File: config.mk
export PLATFORM = sky130hd
export DESIGN_NAME = pixel_plotter
export DESIGN_NICKNAME = d
export VERILOG_FILES = /design/src/rtl/pixel_plotter_pkg.sv /design/src/rtl/pixel_plotter_fifo.sv /design/src/rtl/pixel_plotter.sv
export SDC_FILE = /design/constraint.sdc
export NUM_CORES = 1
export LEC_CHECK = 0
export CORE_MARGIN = 2
export CORE_UTILIZATION = 62
export DETAILED_ROUTE_END_ITERATION = 10
export PLACE_DENSITY = 0.91
export SLEW_MARGIN = 40
export SYNTH_ARGS = -nofsm -noshare
export SYNTH_HDL_FRONTEND = slang
export SYNTH_SLANG_ARGS = --single-unit
File: constraint.sdc
create_clock -name clk -period 7.35 [get_ports clk]
set_clock_uncertainty 0.2 [all_clocks]
set_input_delay 1.47 -clock clk [delete_from_list [all_inputs] [get_ports clk]]
set_output_delay 1.47 -clock clk [all_outputs]
set_load 0.1 [all_outputs]
File: src/rtl/pixel_plotter_pkg.sv
// pixel_plotter_pkg: shared state encoding, default screen geometry and framebuffer address width.
package pixel_plotter_pkg;
    localparam int DEF_SCREEN_W = 640;
    localparam int DEF_SCREEN_H = 480;
    localparam int FB_ADDR_W    = 19;
    typedef enum logic [1:0] {S_IDLE, S_PLOT, S_CLEAR, S_CLEAR_DONE} state_t;
endpackage

File: src/rtl/pixel_plotter_fifo.sv
// plot_fifo: first-in first-out request queue; pushes when full and pops when empty are ignored.
module plot_fifo #(
    parameter int WIDTH = 8,
    parameter int DEPTH = 4
) (
    input  logic             clk,
    input  logic             reset,
    input  logic             i_push,
    input  logic             i_pop,
    input  logic [WIDTH-1:0] i_data,
    output logic [WIDTH-1:0] o_data,
    output logic             o_full,
    output logic             o_empty
);
    localparam int AW = $clog2(DEPTH);
    logic [WIDTH-1:0] r_mem [DEPTH];
    logic [AW:0] r_wr, r_rd;
    logic w_push, w_pop;
    // extra pointer bit distinguishes full from empty
    assign o_empty = r_wr == r_rd;
    assign o_full  = r_wr == {~r_rd[AW], r_rd[AW-1:0]};
    assign w_push  = i_push && !o_full;
    assign w_pop   = i_pop && !o_empty;
    assign o_data  = r_mem[r_rd[AW-1:0]];
    always_ff @(posedge clk or posedge reset) begin
        if (reset) begin
            r_wr <= '0;
            r_rd <= '0;
        end else begin
            if (w_push) r_wr <= r_wr + 1'b1;
            if (w_pop) r_rd <= r_rd + 1'b1;
        end
    end
    always_ff @(posedge clk) begin
        if (w_push) r_mem[r_wr[AW-1:0]] <= i_data;
    end
endmodule

File: src/rtl/pixel_plotter.sv
// pixel_plotter: queues pixel requests and writes them to a framebuffer, with clipping and full-screen clear.
module pixel_plotter
    import pixel_plotter_pkg::*;
#(
    parameter int SCREEN_W   = DEF_SCREEN_W,
    parameter int SCREEN_H   = DEF_SCREEN_H,
    parameter int COLOR_W    = 1,
    parameter int FIFO_DEPTH = 4
) (
    input  logic                 clk,
    input  logic                 reset,
    input  logic                 pix_valid,
    input  logic [10:0]          x,
    input  logic [10:0]          y,
    input  logic [COLOR_W-1:0]   color,
    output logic                 pix_ready,
    input  logic                 clear_start,
    input  logic [COLOR_W-1:0]   clear_color,
    output logic                 clear_done,
    output logic                 fb_we,
    output logic [FB_ADDR_W-1:0] fb_addr,
    output logic [COLOR_W-1:0]   fb_data,
    output logic                 busy,
    output logic [15:0]          clip_count
);
    localparam int ENTRY_W = 22 + COLOR_W;
    localparam logic [FB_ADDR_W-1:0] LAST_ADDR = FB_ADDR_W'(SCREEN_W * SCREEN_H - 1);
    state_t r_state, w_next;
    logic w_full, w_empty, w_pop, w_push, w_in_range, w_st_write;
    logic [ENTRY_W-1:0] w_head;
    logic [10:0] r_st_x, r_st_y;
    logic [COLOR_W-1:0] r_st_color, r_clr_color, r_fb_data;
    logic r_st_valid, r_fb_we;
    logic [FB_ADDR_W-1:0] r_clr_addr, r_fb_addr, w_pix_addr;
    logic [15:0] r_clip;

    plot_fifo #(.WIDTH(ENTRY_W), .DEPTH(FIFO_DEPTH)) u_fifo (
        .clk     (clk),
        .reset   (reset),
        .i_push  (w_push),
        .i_pop   (w_pop),
        .i_data  ({x, y, color}),
        .o_data  (w_head),
        .o_full  (w_full),
        .o_empty (w_empty)
    );

    assign pix_ready  = !w_full;
    assign w_push     = pix_valid && pix_ready;
    assign w_pop      = (r_state == S_IDLE || r_state == S_PLOT) && !w_empty;
    assign w_in_range = (32'(r_st_x) < SCREEN_W) && (32'(r_st_y) < SCREEN_H);
    assign w_st_write = r_st_valid && w_in_range;
    assign w_pix_addr = FB_ADDR_W'(r_st_y) * FB_ADDR_W'(SCREEN_W) + FB_ADDR_W'(r_st_x);
    assign clear_done = r_state == S_CLEAR_DONE;
    assign busy       = !w_empty || r_state != S_IDLE;
    assign fb_we      = r_fb_we;
    assign fb_addr    = r_fb_addr;
    assign fb_data    = r_fb_data;
    assign clip_count = r_clip;

    // queued pixels drain before a pending clear is honoured
    always_comb begin
        w_next = r_state;
        case (r_state)
            S_IDLE:       w_next = !w_empty ? S_PLOT : (clear_start ? S_CLEAR : S_IDLE);
            S_PLOT:       w_next = w_empty ? S_IDLE : S_PLOT;
            S_CLEAR:      w_next = (r_clr_addr == LAST_ADDR) ? S_CLEAR_DONE : S_CLEAR;
            S_CLEAR_DONE: w_next = clear_start ? S_CLEAR_DONE : S_IDLE;
            default:      w_next = S_IDLE;
        endcase
    end

    always_ff @(posedge clk or posedge reset) begin
        if (reset) begin
            r_state     <= S_IDLE;
            r_st_valid  <= 1'b0;
            r_st_x      <= '0;
            r_st_y      <= '0;
            r_st_color  <= '0;
            r_clr_addr  <= '0;
            r_clr_color <= '0;
            r_fb_we     <= 1'b0;
            r_fb_addr   <= '0;
            r_fb_data   <= '0;
            r_clip      <= '0;
        end else begin
            r_state    <= w_next;
            r_st_valid <= w_pop;
            if (w_pop) {r_st_x, r_st_y, r_st_color} <= w_head;
            if (r_state == S_IDLE && w_next == S_CLEAR) begin
                r_clr_addr  <= '0;
                r_clr_color <= clear_color;
            end else if (r_state == S_CLEAR) begin
                r_clr_addr <= r_clr_addr + 1'b1;
            end
            // the plot stage is always empty while clearing, so the two write sources never collide
            r_fb_we <= w_st_write || r_state == S_CLEAR;
            if (w_st_write) begin
                r_fb_addr <= w_pix_addr;
                r_fb_data <= r_st_color;
            end else if (r_state == S_CLEAR) begin
                r_fb_addr <= r_clr_addr;
                r_fb_data <= r_clr_color;
            end
            if (r_st_valid && !w_in_range && r_clip != 16'hFFFF) r_clip <= r_clip + 1'b1;
        end
    end
endmodule
==> Word-level counts from Yosys, hierarchy flattened <==
Memories as Yosys holds them, arrays and structs flattened. A register that Yosys moved wholly into a read port is not among the register bits.
Index checks and enable logic that the tools add are counted.
{ "totals": {"regBits": 66, "ram_bits": 92, "inputBits": 28, "out_inout_bits": 40, "memories": 1} }
{ "op_classes": {"addsub": 5, "multipliers": 1, "magnitude_cmp": 2, "n_eq_ne": 8, "n_mux": 14, "bitwise_logic": 1, "n_reduce_logical": 19} }
{ "mem_list": {"columns": ["memory", "words", "word_bits", "rd", "rd_clocked_by_memory_dff", "wr", "line_no", "text"], "rows": [
  ["u_fifo.r_mem", 4, 23, 1, 1, 1, "pixel_plotter_fifo.sv:16", "logic [WIDTH-1:0] r_mem [DEPTH];"]
]} }
{ "ops": {"columns": ["operator", "n"], "rows": [
  ["19-bit two-way mux", 4],
  ["19-bit by 1-bit adder with 19-bit output (second input constant)", 1],
  ["19-bit by 11-bit adder with 19-bit output", 1],
  ["19-bit equality test (second input constant)", 1],
  ["16-bit by 1-bit adder with 16-bit output (second input constant)", 1],
  ["16-bit != test (second input constant)", 1],
  ["11-bit by 3-bit multiplier with 12-bit output (second input constant)", 1],
  ["11-bit by 10-bit less-than comparator with 1-bit output (second input constant)", 1],
  ["11-bit by 9-bit less-than comparator with 1-bit output (second input constant)", 1],
  ["1-bit logical AND", 9],
  ["2-bit one-hot mux with 4 select lines", 1],
  ["3-bit by 1-bit adder with 3-bit output (second input constant)", 2],
  ["2-bit equality test (second input constant)", 3],
  ["3-bit equality test", 2],
  ["1-bit two-way mux", 6],
  ["2-bit two-way mux", 3],
  ["2-bit nonzero test", 3],
  ["1-bit logical NOT", 3],
  ["1-bit logical OR", 3],
  ["2-bit by 1-bit equality test with 1-bit output (second input constant)", 1],
  ["2-bit logical NOT", 1],
  ["1-bit inverter", 1]
]} }

==> Depth between registers and ports, before layout <==
{ "depth": {"word_depth": 7, "depth_mapped": 9, "depth_no_buf": 9} }

==> Hierarchy <==
Synthesis repeated with hierarchy kept, for this count alone.
{ "hier_totals": {"hier_cells": 600, "hier_area_um2": 8298.0} }
{ "modules_own_cells": {"columns": ["module", "n_inst", "cells_per_inst", "area_each_um2", "seq_area_each_um2"], "rows": [
  ["pixel_plotter", 1, 430, 4465.5, 2077.0],
  ["plot_fifo", 1, 170, 3832.4, 2912.8]
]} }

==> Worst setup path before layout <==
Ideal clock, no wire load.
{ "synth_timing": {"kind": "register to output", "from": "register u_fifo.r_rd[1]", "to": "output port pix_ready", "t_arrival_ns": 1.579, "setup_slack_ns": 4.101, "path_stages_with_launch": 4, "n_path_buf": 1, "cell_sequence": "dfrtp_1 clkbuf_1 xnor2_1 nand3b_1"} }
{ "synth_via": {"elab_chain_len": 2} }
{ "synth_rtl": {"columns": ["item", "line_no", "text"], "rows": [
  ["from (decl)", "pixel_plotter_fifo.sv:17", "logic [AW:0] r_wr, r_rd;"],
  ["from (signal assigned)", "pixel_plotter_fifo.sv:31", "if (w_pop) r_rd <= r_rd + 1'b1;"],
  ["3-bit equality test", "pixel_plotter_fifo.sv:21", "assign o_full = r_wr == {~r_rd[AW], r_rd[AW-1:0]};"],
  ["1-bit logical NOT", "pixel_plotter.sv:48", "assign pix_ready = !w_full;"],
  ["to (decl)", "pixel_plotter.sv:16", "output logic pix_ready,"]
]} }
No other way between the ends.

==> Worst setup path after layout <==
{ "layout_timing": {"from": "register u_fifo.r_rd[0]", "to": "output port busy"} }
{ "layout_via": {"elab_chain_len": 3} }
{ "layout_rtl": {"columns": ["item", "line_no", "text"], "rows": [
  ["3-bit equality test", "pixel_plotter_fifo.sv:20", "assign o_empty = r_wr == r_rd;"],
  ["1-bit logical NOT", "pixel_plotter.sv:55", "assign busy = !w_empty || r_state != S_IDLE;"],
  ["1-bit logical OR", "pixel_plotter.sv:55", null],
  ["to (decl)", "pixel_plotter.sv:23", "output logic busy,"]
]} }
No other way between the ends.

==> results.json <==
{
  "grt_setup_unrepaired": "false",
  "syn_nets": 652,
  "diodes": 0,
  "async_flop_share_pct": 49.2,
  "die_area_um2": 14100,
  "globalplace.congestion": 0.880,
  "finalSetupViolations": 0,
  "hold_path_class": "flop to flop",
  "ys_warn_count": 0,
  "hold_viol_final": 0,
  "path_max_fanout": 26,
  "grt_pass1_wl_um": 26900,
  "synth_top_area_cell": "edfxtp_1",
  "postCtsSetupBuffers": 0,
  "nets": 723,
  "cap_violations": 0,
  "die_w_um": 119,
  "syn_area_um2": 8150,
  "dr.first_iter.drc_count": 310,
  "drc": 0,
  "post-dp-hpwl_um": 10500,
  "finalMaxSlewViolations": 0,
  "clk-insertion-delay-late_ns": 0.44,
  "avgViaCountPerCell": 5.90,
  "synthCells": 594,
  "routedWlPerCell_um": 18.7,
  "period_needed_ns": 3.86,
  "grt-ovfl-total": 0,
  "setup_tns_ns": 0,
  "syn2layout_area_growth_pct": 15.4,
  "cts_max_path_buffers": 2,
  "relSlewSlack_pct": 53.2,
  "root_buffer": "clkbuf_16",
  "pin_count": 68,
  "outcome": "completed",
  "synth_cell_types": 57,
  "fillers": 799,
  "critPathLaunchType": "flop",
  "synth_area_leaders": "edfxtp_1 (34%), dfrtp_1 (27%), mux4_2 (6.4%)",
  "grt_max_degree": 90,
  "via_count": 5016,
  "h-tree-depth": 4,
  "holdWs_ns": 0.307,
  "grt.total_usage_pct": 24.8,
  "syn-mean-instance-area_um2": 13.7,
  "postRouteAntennaNets": 0,
  "fmax_mhz": 259,
  "routed_wl_um": 15900,
  "crit_type": "flop to primary output",
  "min_period_over_period_pct": 52.5,
  "io_buffers": 67,
  "synth_edf_count": 92,
  "cp-startpoint": "u_fifo.r_rd[0]",
  "grt_pass1_vias": 5248,
  "hold_path_startpoint": "u_fifo.r_wr[2]",
  "yosys.area.top_type_share_pct": 33.9,
  "cts.sinks": 181,
  "seq_area_frac_synth_pct": 61.3,
  "cts_buffers": 17,
  "cp_data_required_time_ns": 5.68,
  "ys_ff_latch": 181,
  "worstPathArrival_ns": 2.19,
  "first_pass_iters": 5,
  "layout-drive-gt1-share_pct": 22.4,
  "cts_hold_buf": 0,
  "tightest_slew_ns": 0.700,
  "row_count": 41,
  "synth_flop_cell": "edfxtp_1",
  "crit_path_end_kind": "primary output",
  "r2r-start": "r_st_y[1]",
  "cts_resized": 0,
  "start_util_pct": 64.0,
  "die_y_um": 119,
  "path_clk_slew_ns": 0.07,
  "core_area_um2": 12700,
  "cts_tree": "built",
  "antenna_found_initial": 0
}
[cells in the final DEF (no fill, tap or decap), types with 8 or more instances in the layout]
cell              n
a31oi_1          16
and3_1            8
buf_2            40
clkbuf_16        17
clkdlybuf4s50_1  27
dfrtp_1          88
edfxtp_1         92
ha_1             28
inv_1            13
mux2_2           24
mux4_2           23
nand2_1          78
nand4_1          10
nor2_1           43
o21ai_0          13
xnor2_1          29
xor2_1           22
[logic make-up after synthesis]
logic type	synth area share [%]
simple gates	11.5
mux	9.80
compound gates	5.42
xor+xnor	5.48
flops	61.3
buf+inv	1.74
fa+ha+maj	4.79
[registers in the layout, summed over array words and instances (netlist names)]
| register | count |
|---|---|
| clip_count | 16 |
| fb_addr | 19 |
| fb_data | 1 |
| fb_we | 1 |
| r_clr_addr | 19 |
| r_clr_color | 1 |
| r_st_color | 1 |
| r_st_valid | 1 |
| r_st_x | 11 |
| r_st_y | 11 |
| r_state | 2 |
| u_fifo.r_mem | 92 |
| u_fifo.r_rd | 3 |
| u_fifo.r_wr | 3 |
[per-layer routing]
metal,share of wire [%],up-vias,track usage [%],routed length (um)
met5,0,-,0,0
met4,2.7,0,12.1,425
met3,4.7,37,5.21,745
met2,50,163,40.7,8030
met1,42,2499,31.7,6700
li1,-,2317,-,-
[final cells by class]
class / instances / area (um^2) / share of cell area [%]
Clock buffer: 19 / 433 / 4.61
Clock inverter: 13 / 159 / 1.69
Inverter: 14 / 53.8 / 0.572
Multi-Input combinational cell: 378 / 3030 / 32.2
Sequential cell: 181 / 4990 / 53.1
Tap cell: 172 / 215 / 2.29
Timing Repair Buffer: 73 / 522 / 5.55
[metrics by stage]
step           setup WS (ns)  std cells  area, um^2  util, %
2_1_floorplan           3.37        594        8150        -
3_3_place_gp            2.91        818        8990     70.7
3_5_place_dp            3.95        818        8800     69.2
4_1_cts                 3.46        850        9400     73.9
5_1_grt                 3.34        850        9400     73.9
6_report                3.49        850        9400     73.9
[cells in the mapped netlist (2+ instances only)]
cell type,number
fa_1,2
nor3_2,2
mux2_2,24
nand4_1,10
nand3_1,7
xnor2_1,29
mux4_2,23
nor2b_1,4
nor3_1,5
o21a_1,2
nand2b_1,3
nand2_1,78
a21oi_1,6
buf_2,8
edfxtp_1,92
clkbuf_1,13
o311ai_2,2
a31oi_1,17
and2_1,3
nor2_2,4
a311oi_1,2
a221oi_2,2
inv_1,14
dfrtp_1,89
or3_1,2
and4_1,2
xor2_1,22
and3_1,12
o21ai_0,13
ha_1,28
a21o_1,4
nor4_1,2
nor3b_1,2
nor2_1,43
[worst max-delay path, cell delays in order, from the launching register on]
cell	delay, ns
dfrtp_1	0.33
buf_4	0.42
xnor2_1	0.24
nand3_1	0.13
or3_1	0.31
buf_2	0.30
[worst paths after layout]
kind / cells after the start / endpoint / slack (ns)
min in group asynchronous: 3 / clip_count[5] / 1.37
worst min-delay path: 1 / u_fifo.r_wr[2] / 0.31
max in group asynchronous: 3 / u_fifo.r_rd[1] / 5.07
worst min register to register: 1 / u_fifo.r_wr[2] / 0.31
worst max-delay path: 5 / busy / 3.49
worst max register to register: 9 / fb_addr[18] / 4.31
Power is left out: the tool's default activity adds up to more than one toggle a clock period on the data nets, which glitch-free logic cannot reach.
